<file path="config.mk">
export PLATFORM = sky130hd
export DESIGN_NAME = ospfb_sched
export DESIGN_NICKNAME = d
export VERILOG_FILES = /design/src/rtl/ospfb_sched.sv
export SDC_FILE = /design/constraint.sdc
export NUM_CORES = 1
export LEC_CHECK = 0
export ABC_CLOCK_PERIOD_IN_PS = 1400
export CAP_MARGIN = 20
export CORE_MARGIN = 1
export CORE_UTILIZATION = 41
export DETAILED_ROUTE_END_ITERATION = 8
export PLACE_DENSITY = 0.74
export SYNTH_ARGS = -nofsm -noshare
export SYNTH_HDL_FRONTEND = slang
export SYNTH_SLANG_ARGS = --single-unit
</file>
<file path="constraint.sdc">
create_clock -name clk -period 1.4 [get_ports clk]
set_input_delay 0.14 -clock clk [delete_from_list [all_inputs] [get_ports clk]]
set_output_delay 0.14 -clock clk [all_outputs]
set_load 0.01 [all_outputs]
</file>
<file path="src/rtl/ospfb_sched.sv">
// Frame scheduler for the oversampled PFB front end: sequences DEC_FAC new samples
// plus FFT_LEN-DEC_FAC loopback steps per frame and tracks the FFT phase rotation.
module ospfb_sched #(
    parameter int FFT_LEN = 64,
    parameter int DEC_FAC = 48,
    parameter int CNT_WID = 16
) (
    input  logic                       clk,
    input  logic                       rst,
    input  logic                       en,
    input  logic                       s_tvalid,
    output logic                       s_tready,
    input  logic                       dn_ready,
    output logic                       fir_en,
    output logic                       din_sel,
    output logic [$clog2(FFT_LEN)-1:0] sample_idx,
    output logic                       frame_start,
    output logic                       frame_last,
    output logic [$clog2(FFT_LEN)-1:0] shift,
    output logic [CNT_WID-1:0]         frame_cnt,
    output logic                       starve,
    output logic                       busy
);

    localparam int IW = $clog2(FFT_LEN);
    localparam logic [IW-1:0] DEC_IDX  = IW'(DEC_FAC);
    localparam logic [IW-1:0] LAST_IDX = IW'(FFT_LEN - 1);

    if (DEC_FAC < 1 || DEC_FAC >= FFT_LEN || FFT_LEN < 4 ||
        (FFT_LEN & (FFT_LEN - 1)) != 0) begin : g_bad_params
        $error("ospfb_sched: need power-of-2 FFT_LEN >= 4 and 1 <= DEC_FAC < FFT_LEN");
    end

    typedef enum logic {
        IDLE = 1'b0,
        RUN  = 1'b1
    } state_t;

    state_t state;
    state_t next_state;
    logic   starve_hit;

    always_ff @(posedge clk or posedge rst) begin
        if (rst) begin
            state <= IDLE;
        end else begin
            state <= next_state;
        end
    end

    // en is only honoured at frame boundaries, so a dropped en still finishes the frame.
    always_comb begin
        next_state = state;
        din_sel    = 1'b0;
        s_tready   = 1'b0;
        fir_en     = 1'b0;
        starve_hit = 1'b0;
        if (state == RUN) begin
            din_sel    = (sample_idx < DEC_IDX);
            s_tready   = din_sel & dn_ready;
            fir_en     = dn_ready & (din_sel ? s_tvalid : 1'b1);
            starve_hit = din_sel & dn_ready & ~s_tvalid;
            if (fir_en && sample_idx == LAST_IDX && !en) begin
                next_state = IDLE;
            end
        end else if (en) begin
            next_state = RUN;
        end
    end

    assign busy        = (state == RUN);
    assign frame_start = fir_en & (sample_idx == '0);
    assign frame_last  = fir_en & (sample_idx == LAST_IDX);

    // Index wraps naturally at FFT_LEN; shift and frame count advance only on the last step.
    always_ff @(posedge clk or posedge rst) begin
        if (rst) begin
            sample_idx <= '0;
            shift      <= '0;
            frame_cnt  <= '0;
            starve     <= 1'b0;
        end else begin
            if (fir_en) begin
                sample_idx <= sample_idx + 1'b1;
            end
            if (frame_last) begin
                shift     <= shift + DEC_IDX;
                frame_cnt <= frame_cnt + 1'b1;
            end
            if (starve_hit) begin
                starve <= 1'b1;
            end
        end
    end

endmodule
</file>
==> results of run 1 <==
[sequential cells by signal (all words and copies together) (netlist names)]
register and flops:
busy 1, frame_cnt 16, sample_idx 6, shift 2, starve 1
[routing by layer]
layer / routed length [um] / global-route usage (%) / vias to the layer above
li1: - / - / 553
met1: 1540 / 26.8 / 558
met2: 1960 / 37.6 / 33
met3: 136 / 3.35 / 4
met4: 42 / 7.48 / 0
met5: 0 / 0 / -
[area by class of cell]
class	count	area [sq um]	share of cell area, %
flip-flops and latches	26	658	28.4
well taps	31	38.8	1.68
inverters	6	22.5	0.973
clock inverters	1	30.0	1.30
repair buffers	88	790	34.1
multi-input cells	79	753	32.5
clock buffers	3	22.5	0.973
[path summary, 6_finish.rpt]
path                                       to  slack (ps)
worst max-delay path             frame_cnt[7]        -230
worst min-delay path                   starve         150
worst max register to register   frame_cnt[7]        -230
worst min register to register         starve         470
max in group asynchronous       sample_idx[1]         980
min in group clk                         busy         380
[cell usage after synthesis (all sizes together)]
cell type  number  area, sq um
a21oi           2         13.8
nor4            3         40.0
nand2b          1         6.26
and2b           1         7.51
and4            2         18.8
nor2            4         15.0
a21o            1         7.51
ha              3         37.5
inv             6         22.5
nand2           9         33.8
and3            3         20.0
conb            1         3.75
xnor2          12          105
nand4           7         65.1
or2             2         12.5
dfrtp          26          651
nand3           5         25.0
and2            3         18.8
mux2            1         11.3
xor2           10         87.6
o21ai           2         10.0
buf             7         47.6
nor3b           1         12.5
nor3            3         15.0
[stage by stage]
step / setup WS, ps / setup TNS (ps) / total power [W] / cells / utilization [%]
after floorplan: -31.2 / -31.2 / 0.00125 / 118 / -
after global placement: -308 / -3920 / 0.00167 / 204 / 65.7
after detailed placement: -333 / -4870 / 0.00169 / 204 / 65.7
after CTS: -233 / -1960 / 0.00233 / 228 / 75.1
after global routing: -286 / -4020 / 0.00259 / 234 / 81.1
final: -229 / -2590 / 0.00244 / 234 / 81.1
[worst max-delay path, stage by stage (launching register included)]
cell,delay (ps)
dfrtp_2,390
buf_4,130
buf_6,110
and4_4,220
buf_6,100
nand4_4,150
buf_4,200
nor2_2,80
xor2_1,180
[cells by family (layout without fill, tap and decap cells)]
logic type,Yosys count,after routing
DFF,26,26
buffers and inverters,13,98
muxes,1,1
xor gates and xnor gates,22,22
other,1,4
AOI/OAI and AO/OA,5,5
adders and majority gates,3,3
and+or+nand+nor,44,44
[power by group through the flow]
stage          logic (W)  clock network (W)  registers (W)
2_1_floorplan   0.000264                  0       0.000982
3_3_place_gp    0.000735                  0       0.000938
3_5_place_dp    0.000748                  0       0.000940
4_1_cts         0.000886           0.000530       0.000919
5_1_grt          0.00108           0.000562       0.000942
6_report         0.00100           0.000513       0.000930
[timing repair]
item                       in CTS  in global routing
setup endpoints to repair      42                 39
resized for setup              72                 37
pin swaps                      30                  4
setup buffers                  21                  6
==> metrics.txt, run 1 <==
Setup violations, final 21; Worst Slack Setup Final -229 ps; largest net degree at the start of global routing 27; synthesized area ~1300 sq um; DR DRC count 2; unrepaired setup endpoints after global routing yes; P_leak approximately 1.3 nW; Synth cell types 33; maximum vdd drop roughly 940 uV; CP Launch Type flip-flop; Internal 0.00170 W; Seq pwr share 38.1%; # IOs 40; failing checks DRC, setup timing; vias in the first global route approximately 1200; PortBufs 35; Sw Ratio 30.3%; largest family of logic cells by synthesized area simple AND/OR/NAND/NOR gates; #FFs+latches synth 26; DIE AREA 3370 sq um; insertion delay to the later sink of the worst-skew pair ~320 ps; Worst EP arrival about 1900 ps; Fill cells approximately 170; WS Path Type flip-flop to flip-flop; All-Layer GR Usage between 20% and 30%; Syn Area/Cell 11.2 sq um; Simple-Gate Fraction of Synth Area 22.5%; Worst setup EP type flip-flop; crit path launch sample_idx[5]; Cell Rows 19; design area 2310 sq um; Vias/cell ~4.9; Min-Delay Path Class input port to async pin; GP Congestion approximately 0.76; Die W 58.0 um; Fmax 614 MHz; final WL roughly 3700 um; DR vias ~1100; # clock sinks 26; Worst Skew 4.39 ps; Net Sw Power approximately 0.00074 W; clock root buffer clkbuf_4; CTS clock-pin slew for the worst setup and hold paths around 140 ps; XOR/XNOR share of the synthesized area between 10% and 20%; CTS tree built; Die H a little under 60 um; Initial Utilization between 40% and 50%; antenna cells 0; Synth-to-Final Area Change 79.8%; most common library cell in the layout ignoring fill and taps buf_4; final hold violations 0; clock buffer depth 2; Num CTS Buffers 3; path depth of the worst reg2reg path 8; DR iter-0 viols 21; max-slew violations 0; DR pass1 iterations 6; clock power share 21.0%; H-Tree Depth 1; Synth Warn # 0; initial antenna violation count 0; origin of the critical flop-to-flop path sample_idx[5]; DR WL/cell 15.7 um; maximum fanout along the worst path 6; HPWL after detailed placement roughly 2100 um; Final min period 1630 ps; maxcap violations 0; Mapped Cells 115; mux share of post-synthesis cell area less than 1%; layout cells sized above 1 about 50%; Core Region approximately 2900 sq um; final worst-path cycle share 116%; Post-DP Area roughly 1900 sq um; DRT antenna net count 0; sequential area share after synthesis about half; status finished, violations left; Pwr per Cell Area around 1100 nW/um^2; final net count roughly 210; Compound-Gate Fraction of Synth Area approximately 2.4%; combinational share of power about two fifths; most frequent cells in the layout buf_4, dfrtp_1, buf_6; Worst Path Required between 1500 and 2000 ps; gr ovfl total 0; worst hold margin 151 ps; cts hold-fix bufs 0; post-synthesis adder-cell area fraction approximately 3%; global-route wire length before repair 5510 um
Note: power is estimated with default switching activity, not from simulation.
==> run 2, diff against run 1 <==
==> config.mk (replaced) <==
export PLATFORM = sky130hd
export DESIGN_NAME = ospfb_sched
export DESIGN_NICKNAME = d
export VERILOG_FILES = /design/src/rtl/ospfb_sched.sv
export SDC_FILE = /design/constraint.sdc
export NUM_CORES = 1
export LEC_CHECK = 0
export ABC_CLOCK_PERIOD_IN_PS = 1550
export CAP_MARGIN = 20
export CORE_MARGIN = 1
export CORE_UTILIZATION = 46
export DETAILED_ROUTE_END_ITERATION = 8
export PLACE_DENSITY = 0.78
export SYNTH_ARGS = -nofsm -noshare
export SYNTH_HDL_FRONTEND = slang
export SYNTH_SLANG_ARGS = --single-unit
==> constraint.sdc (replaced) <==
create_clock -name clk -period 1.55 [get_ports clk]
set_input_delay 0.155 -clock clk [delete_from_list [all_inputs] [get_ports clk]]
set_output_delay 0.155 -clock clk [all_outputs]
set_load 0.01 [all_outputs]
==> metrics.txt, run 2 (synthesis results as in run 1) <==
insertion delay to the later sink of the worst-skew pair 330 ps (was 320 ps); CP cell instances buf_6 > nor4_4 > and3_1 > buf_2 (was buf_4 > buf_6 > and4_4 > buf_6 > nand4_4 > buf_4 > nor2_2 > xor2_1); most common library cell in the layout ignoring fill and taps buf_4 (unchanged); CP top delay family simple AND/OR/NAND/NOR gates (was buffers and inverters); most frequent cells in the layout buf_4, clkdlybuf4s50_1, dfrtp_1 (was buf_4, dfrtp_1, buf_6); Fill cells 156 (was 174); max FFs per register 16 (unchanged); DR iter-0 viols 13 (was 21); DP Worst Slack -198 ps (was -333 ps); failing checks setup timing (was DRC, setup timing); DR WL/cell 15.5 um (was 15.7 um); antenna cells 0 (unchanged); post-route total power 0.00200 W (was 0.00244 W); Worst setup EP type primary output (was flip-flop); largest net degree at the start of global routing 27 (unchanged); global-route wire length before repair 4550 um (was 5510 um); Synth-to-Final Area Change 61.2% (was 79.8%); Fmax between 600 and 700 MHz; PortBufs 35 (unchanged); initial antenna violation count 0 (unchanged); Vias/cell 5.03 (was 4.91); Num CTS Buffers 3 (unchanged); # IOs 40 (unchanged); design area 2080 sq um (was 2310 sq um); DR DRC count 0 (was 2); biggest regs frame_cnt (16), sample_idx (6), shift (2) (unchanged); final hold violations 0 (unchanged); Cell Rows 18 (was 19); HPWL after detailed placement 1990 um (was 2130 um); DR vias 1102 (was 1148); cts hold-fix bufs 0 (unchanged); Final Util 80.8% (was 81.1%); All-Layer GR Usage 21.8% (was 21.5%); CP peak stage delay 440 ps (was 390 ps); maximum fanout along the worst path 2 (was 6); gr ovfl total 0 (unchanged); critical path's slowest cell dfrtp_2 (unchanged); DRT antenna net count 0 (unchanged); CTS tree built (unchanged); Worst EP arrival 1500 ps (was 1870 ps); Worst Slack Setup Final -102 ps (was -229 ps); Min-Delay Path Class input port to async pin (unchanged); clock buffer depth 2 (unchanged); Die W 54.9 um (was 58.0 um); layout cells sized above 1 40.2% (was 49.8%); CTS clock-pin slew for the worst setup and hold paths 150 ps (was 140 ps); maxcap violations 0 (unchanged); WS Path Type flip-flop to primary output (was flip-flop to flip-flop); maximum vdd drop 947 uV (was 937 uV); DIE AREA 3010 sq um (was 3370 sq um); GP Congestion 0.797 (was 0.763); final WL 3390 um (was 3670 um); Pwr per Cell Area 966 nW/um^2 (was 1060 nW/um^2); Setup violations, final 5 (was 21); clock root buffer clkbuf_4 (unchanged); Core Region 2570 sq um (was 2850 sq um); Final min period 1650 ps; H-Tree Depth 1 (unchanged); DR pass1 iterations 4 (was 6); status finished, violations left (unchanged); Die H 54.9 um (was 58.0 um); max-slew violations 0 (unchanged); Largest Register frame_cnt (unchanged); Worst Skew 9.18 ps (was 4.39 ps); Initial Utilization 50.1% (was 45.1%); P_leak 1.06 nW (was 1.30 nW); vias in the first global route 994 (was 1199); final net count 198 (was 212); unrepaired setup endpoints after global routing yes (unchanged); Post-DP Area 1780 sq um (was 1870 sq um); # clock sinks 26 (unchanged); CP Launch Type flip-flop (unchanged); setup_tns -203 ps (was -2590 ps); Buf+Inv Stages, Crit Path 2 (was 4); Worst Path Required 1390 ps (was 1640 ps); final worst-path cycle share 107%
[run 2: power breakdown]
| group | internal (W) | switching, W | total, W |
|---|---|---|---|
| clock network | 0.000144 | 0.000208 | 0.000352 |
| logic | 0.000456 | 0.000365 | 0.000822 |
| registers | 0.000753 | 0.0000775 | 0.000831 |
| total | 0.00135 | 0.000651 | 0.00200 |
[run 2: worst register-to-register path, stage by stage (launching register included)]
cell	delay, ps
dfrtp_1	410
ha_2	220
nand4_1	210
nor4_4	370
nand4_1	150
xnor2_1	150
[run 2: worst paths after layout]
kind,from,end,slack (ps),cells after the start
max in group asynchronous,rst,sample_idx[4],1100,3
min reg2reg,frame_cnt[15],frame_cnt[15],480,1
min in group clk,en,busy,380,2
max,sample_idx[5],frame_start,-100,4
max reg2reg,sample_idx[0],frame_cnt[10],-50,5
min,rst,frame_cnt[10],170,3
[run 2: final cells by class]
class / instances / area (sq um) / share of cell area, %
Tap cell: 30 / 37.5 / 1.81
Sequential cell: 26 / 658 / 31.7
Inverter: 6 / 22.5 / 1.08
Multi-Input combinational cell: 79 / 676 / 32.5
Clock buffer: 4 / 36.3 / 1.75
Timing Repair Buffer: 74 / 646 / 31.1
[run 2: per-stage QoR]
stage	hold slack, ps	cells
final	171	219
after global placement	443	194
after detailed placement	454	194
after global routing	231	219
after floorplan	195	118
after CTS	189	205
[run 2: metal layers]
metal | vias up | part of all wire [%] | GRT usage, %
met2 | 40 | 51 | 35.9
met3 | 6 | 4.9 | 3.55
met5 | - | 0 | 0
met4 | 0 | 0.97 | 7.50
met1 | 533 | 43 | 28.8
li1 | 523 | - | -
[run 2: what timing repair did]
| action | in CTS | in global routing |
|---|---|---|
| pin swaps | 3 | 15 |
| gates resized for setup | 30 | 33 |
| endpoints found under the hold margin | 0 | 0 |
| setup endpoints to repair | 18 | 21 |
| setup buffers | 7 | 15 |
==> run 3, diff against run 2 <==
--- a/config.mk
+++ b/config.mk
@@ -8,9 +8,10 @@
 export ABC_CLOCK_PERIOD_IN_PS = 1550
 export CAP_MARGIN = 20
 export CORE_MARGIN = 1
-export CORE_UTILIZATION = 46
+export CORE_UTILIZATION = 35
+export CTS_CLUSTER_DIAMETER = 150
 export DETAILED_ROUTE_END_ITERATION = 8
-export PLACE_DENSITY = 0.78
+export PLACE_DENSITY = 0.62
 export SYNTH_ARGS = -nofsm -noshare
 export SYNTH_HDL_FRONTEND = slang
 export SYNTH_SLANG_ARGS = --single-unit
==> metrics.txt, run 3 (synthesis results as in run 1) <==
status finished clean (was finished, violations left); Final min period 1530 ps (was 1650 ps); GP Congestion 0.737 (was 0.797); final worst-path cycle share 98.7% (was 107%); Num CTS Buffers 3 (unchanged); most frequent cells in the layout clkdlybuf4s50_1, buf_4, dfrtp_1 (was buf_4, clkdlybuf4s50_1, dfrtp_1); Die W 62.7 um (was 54.9 um); global-route wire length before repair 4770 um (was 4550 um); CP Launch Type flip-flop (unchanged); CTS tree built (unchanged); # IOs 40 (unchanged); insertion delay to the later sink of the worst-skew pair 270 ps (was 330 ps); DR vias 1020 (was 1102); CP cell instances buf_6 > nor4_4 > and3_1 > buf_2 (unchanged); largest net degree at the start of global routing 27 (unchanged); Placed Instances 211 (was 194); Final Util 58.3% (was 80.8%); PortBufs 35 (unchanged); Worst EP arrival 1370 ps (was 1500 ps); Reg area 653 sq um (was 658 sq um); WS Path Type flip-flop to primary output (unchanged); Reg2Reg Setup Slack 20 ps (was -50 ps); DR pass1 iterations 4 (unchanged); Min-Delay Path Class input port to async pin (unchanged); design area 2010 sq um (was 2080 sq um); setup_tns 0 ps (was -203 ps); DP Worst Slack -247 ps (was -198 ps); Fill cells 311 (was 156); P_leak 1.01 nW (was 1.06 nW); path depth of the worst reg2reg path 5 (unchanged); Worst Path Required 1390 ps (about the same); Non-Filler Instances 224 (was 219); clock root buffer clkbuf_8 (was clkbuf_4); DIE AREA 3930 sq um (was 3010 sq um); Worst Skew 7.67 ps (was 9.18 ps); Multi-input gate area 643 sq um (was 676 sq um); vias in the first global route 1040 (was 994); maximum vdd drop 596 uV (was 947 uV); maximum fanout along the worst path 3 (was 2); critical path's slowest cell dfrtp_2 (unchanged); Vias/cell 4.55 (was 5.03); DRT antenna net count 0 (unchanged); Cell Rows 21 (was 18); CP peak stage delay 430 ps (was 440 ps); Synth-to-Final Area Change 56.0% (was 61.2%); Worst setup EP type primary output (unchanged); Post-DP Area 1800 sq um (was 1780 sq um); Pwr per Cell Area 1070 nW/um^2 (was 966 nW/um^2); Fmax 654 MHz (was 605 MHz); CTS clock-pin slew for the worst setup and hold paths 100 ps (was 150 ps); gr ovfl total 0 (unchanged); clock buffer depth 2 (unchanged); Die H 62.7 um (was 54.9 um); Worst Slack Setup Final 20.8 ps (was -102 ps); final net count 187 (was 198); RR Endpoint frame_cnt[1] (was frame_cnt[10]); final hold violations 0 (unchanged); Setup violations, final 0 (was 5); DR iter-0 viols 50 (was 13); max-slew violations 0 (unchanged); All-Layer GR Usage 15.3% (was 21.8%); final WL 2790 um (was 3390 um); unrepaired setup endpoints after global routing yes (unchanged); cts hold-fix bufs 0 (unchanged); biggest regs frame_cnt (16), sample_idx (6), shift (2) (unchanged); HPWL after detailed placement 1990 um (about the same); H-Tree Depth 1 (unchanged); # clock sinks 26 (unchanged); DR DRC count 0 (unchanged); max FFs per register 16 (unchanged); initial antenna violation count 0 (unchanged); layout cells sized above 1 29.8% (was 40.2%); DR WL/cell 12.5 um (was 15.5 um); antenna cells 0 (unchanged); Core Region 3440 sq um (was 2570 sq um); origin of the critical flop-to-flop path sample_idx[4] (was sample_idx[0]); Initial Utilization 37.4% (was 50.1%); Largest Register frame_cnt (unchanged); maxcap violations 0 (unchanged)
[run 3: changes by cell type in the layout (fill, tap and decap cells not counted), sizes merged, moves of 2 or more]
cell           previous run  this run
buf                      43        30
clkdlybuf4s50            21        27
dlygate4sd2               7         1
clkdlybuf4s15             0         2
clkbuf                    5         3
[run 3: cell type report]
class	instances	share of cell area, %
inverter	6	1.12
sequential	26	32.5
multi-input combinational	79	32.0
timing repair buffer	63	27.9
tap	46	2.87
clock inverter	1	1.50
clock buffer	3	2.06
[run 3: worst max-delay path by stage]
stage / from / cells past startpoint / endpoint
2_1_floorplan: sample_idx[4] / 5 / frame_cnt[1]
3_3_place_gp: dn_ready / 4 / frame_last
3_5_place_dp: dn_ready / 4 / frame_last
4_1_cts: sample_idx[4] / 4 / frame_start
5_1_grt: sample_idx[4] / 6 / frame_cnt[10]
6_report: sample_idx[4] / 4 / frame_start
[run 3: what timing repair did]
action / in CTS / in global routing
buffers inserted: 4 / 5
pin swaps: 0 / 10
setup endpoints to repair: 8 / 13
resized for setup: 11 / 21
[run 3: per-layer routing]
layer	vias up	share of wire (%)	GRT usage, %
li1	499	-	-
met2	30	49	26.1
met4	0	0.50	3.49
met5	-	0	0
met1	489	46	19.9
met3	2	4.5	2.92
[run 3: per-stage QoR]
stage / total power, W / hold slack [ps]
2_1_floorplan: 0.00108 / 195
3_3_place_gp: 0.00143 / 446
3_5_place_dp: 0.00145 / 450
4_1_cts: 0.00206 / 240
5_1_grt: 0.00227 / 283
6_report: 0.00215 / 230
[run 3: critical path, delay by kind of cell (launching register included)]
family | cells | cell delay [ps]
buffers and inverters | 2 | 250
flip-flops | 1 | 430
AND/OR/NAND/NOR | 2 | 420
[run 3: power breakdown]
| group | leakage [nW] | switching (W) | internal (W) |
|---|---|---|---|
| clock | 0.0357 | 0.000219 | 0.000346 |
| sequential | 0.330 | 0.0000648 | 0.000749 |
| combinational | 0.645 | 0.000323 | 0.000443 |
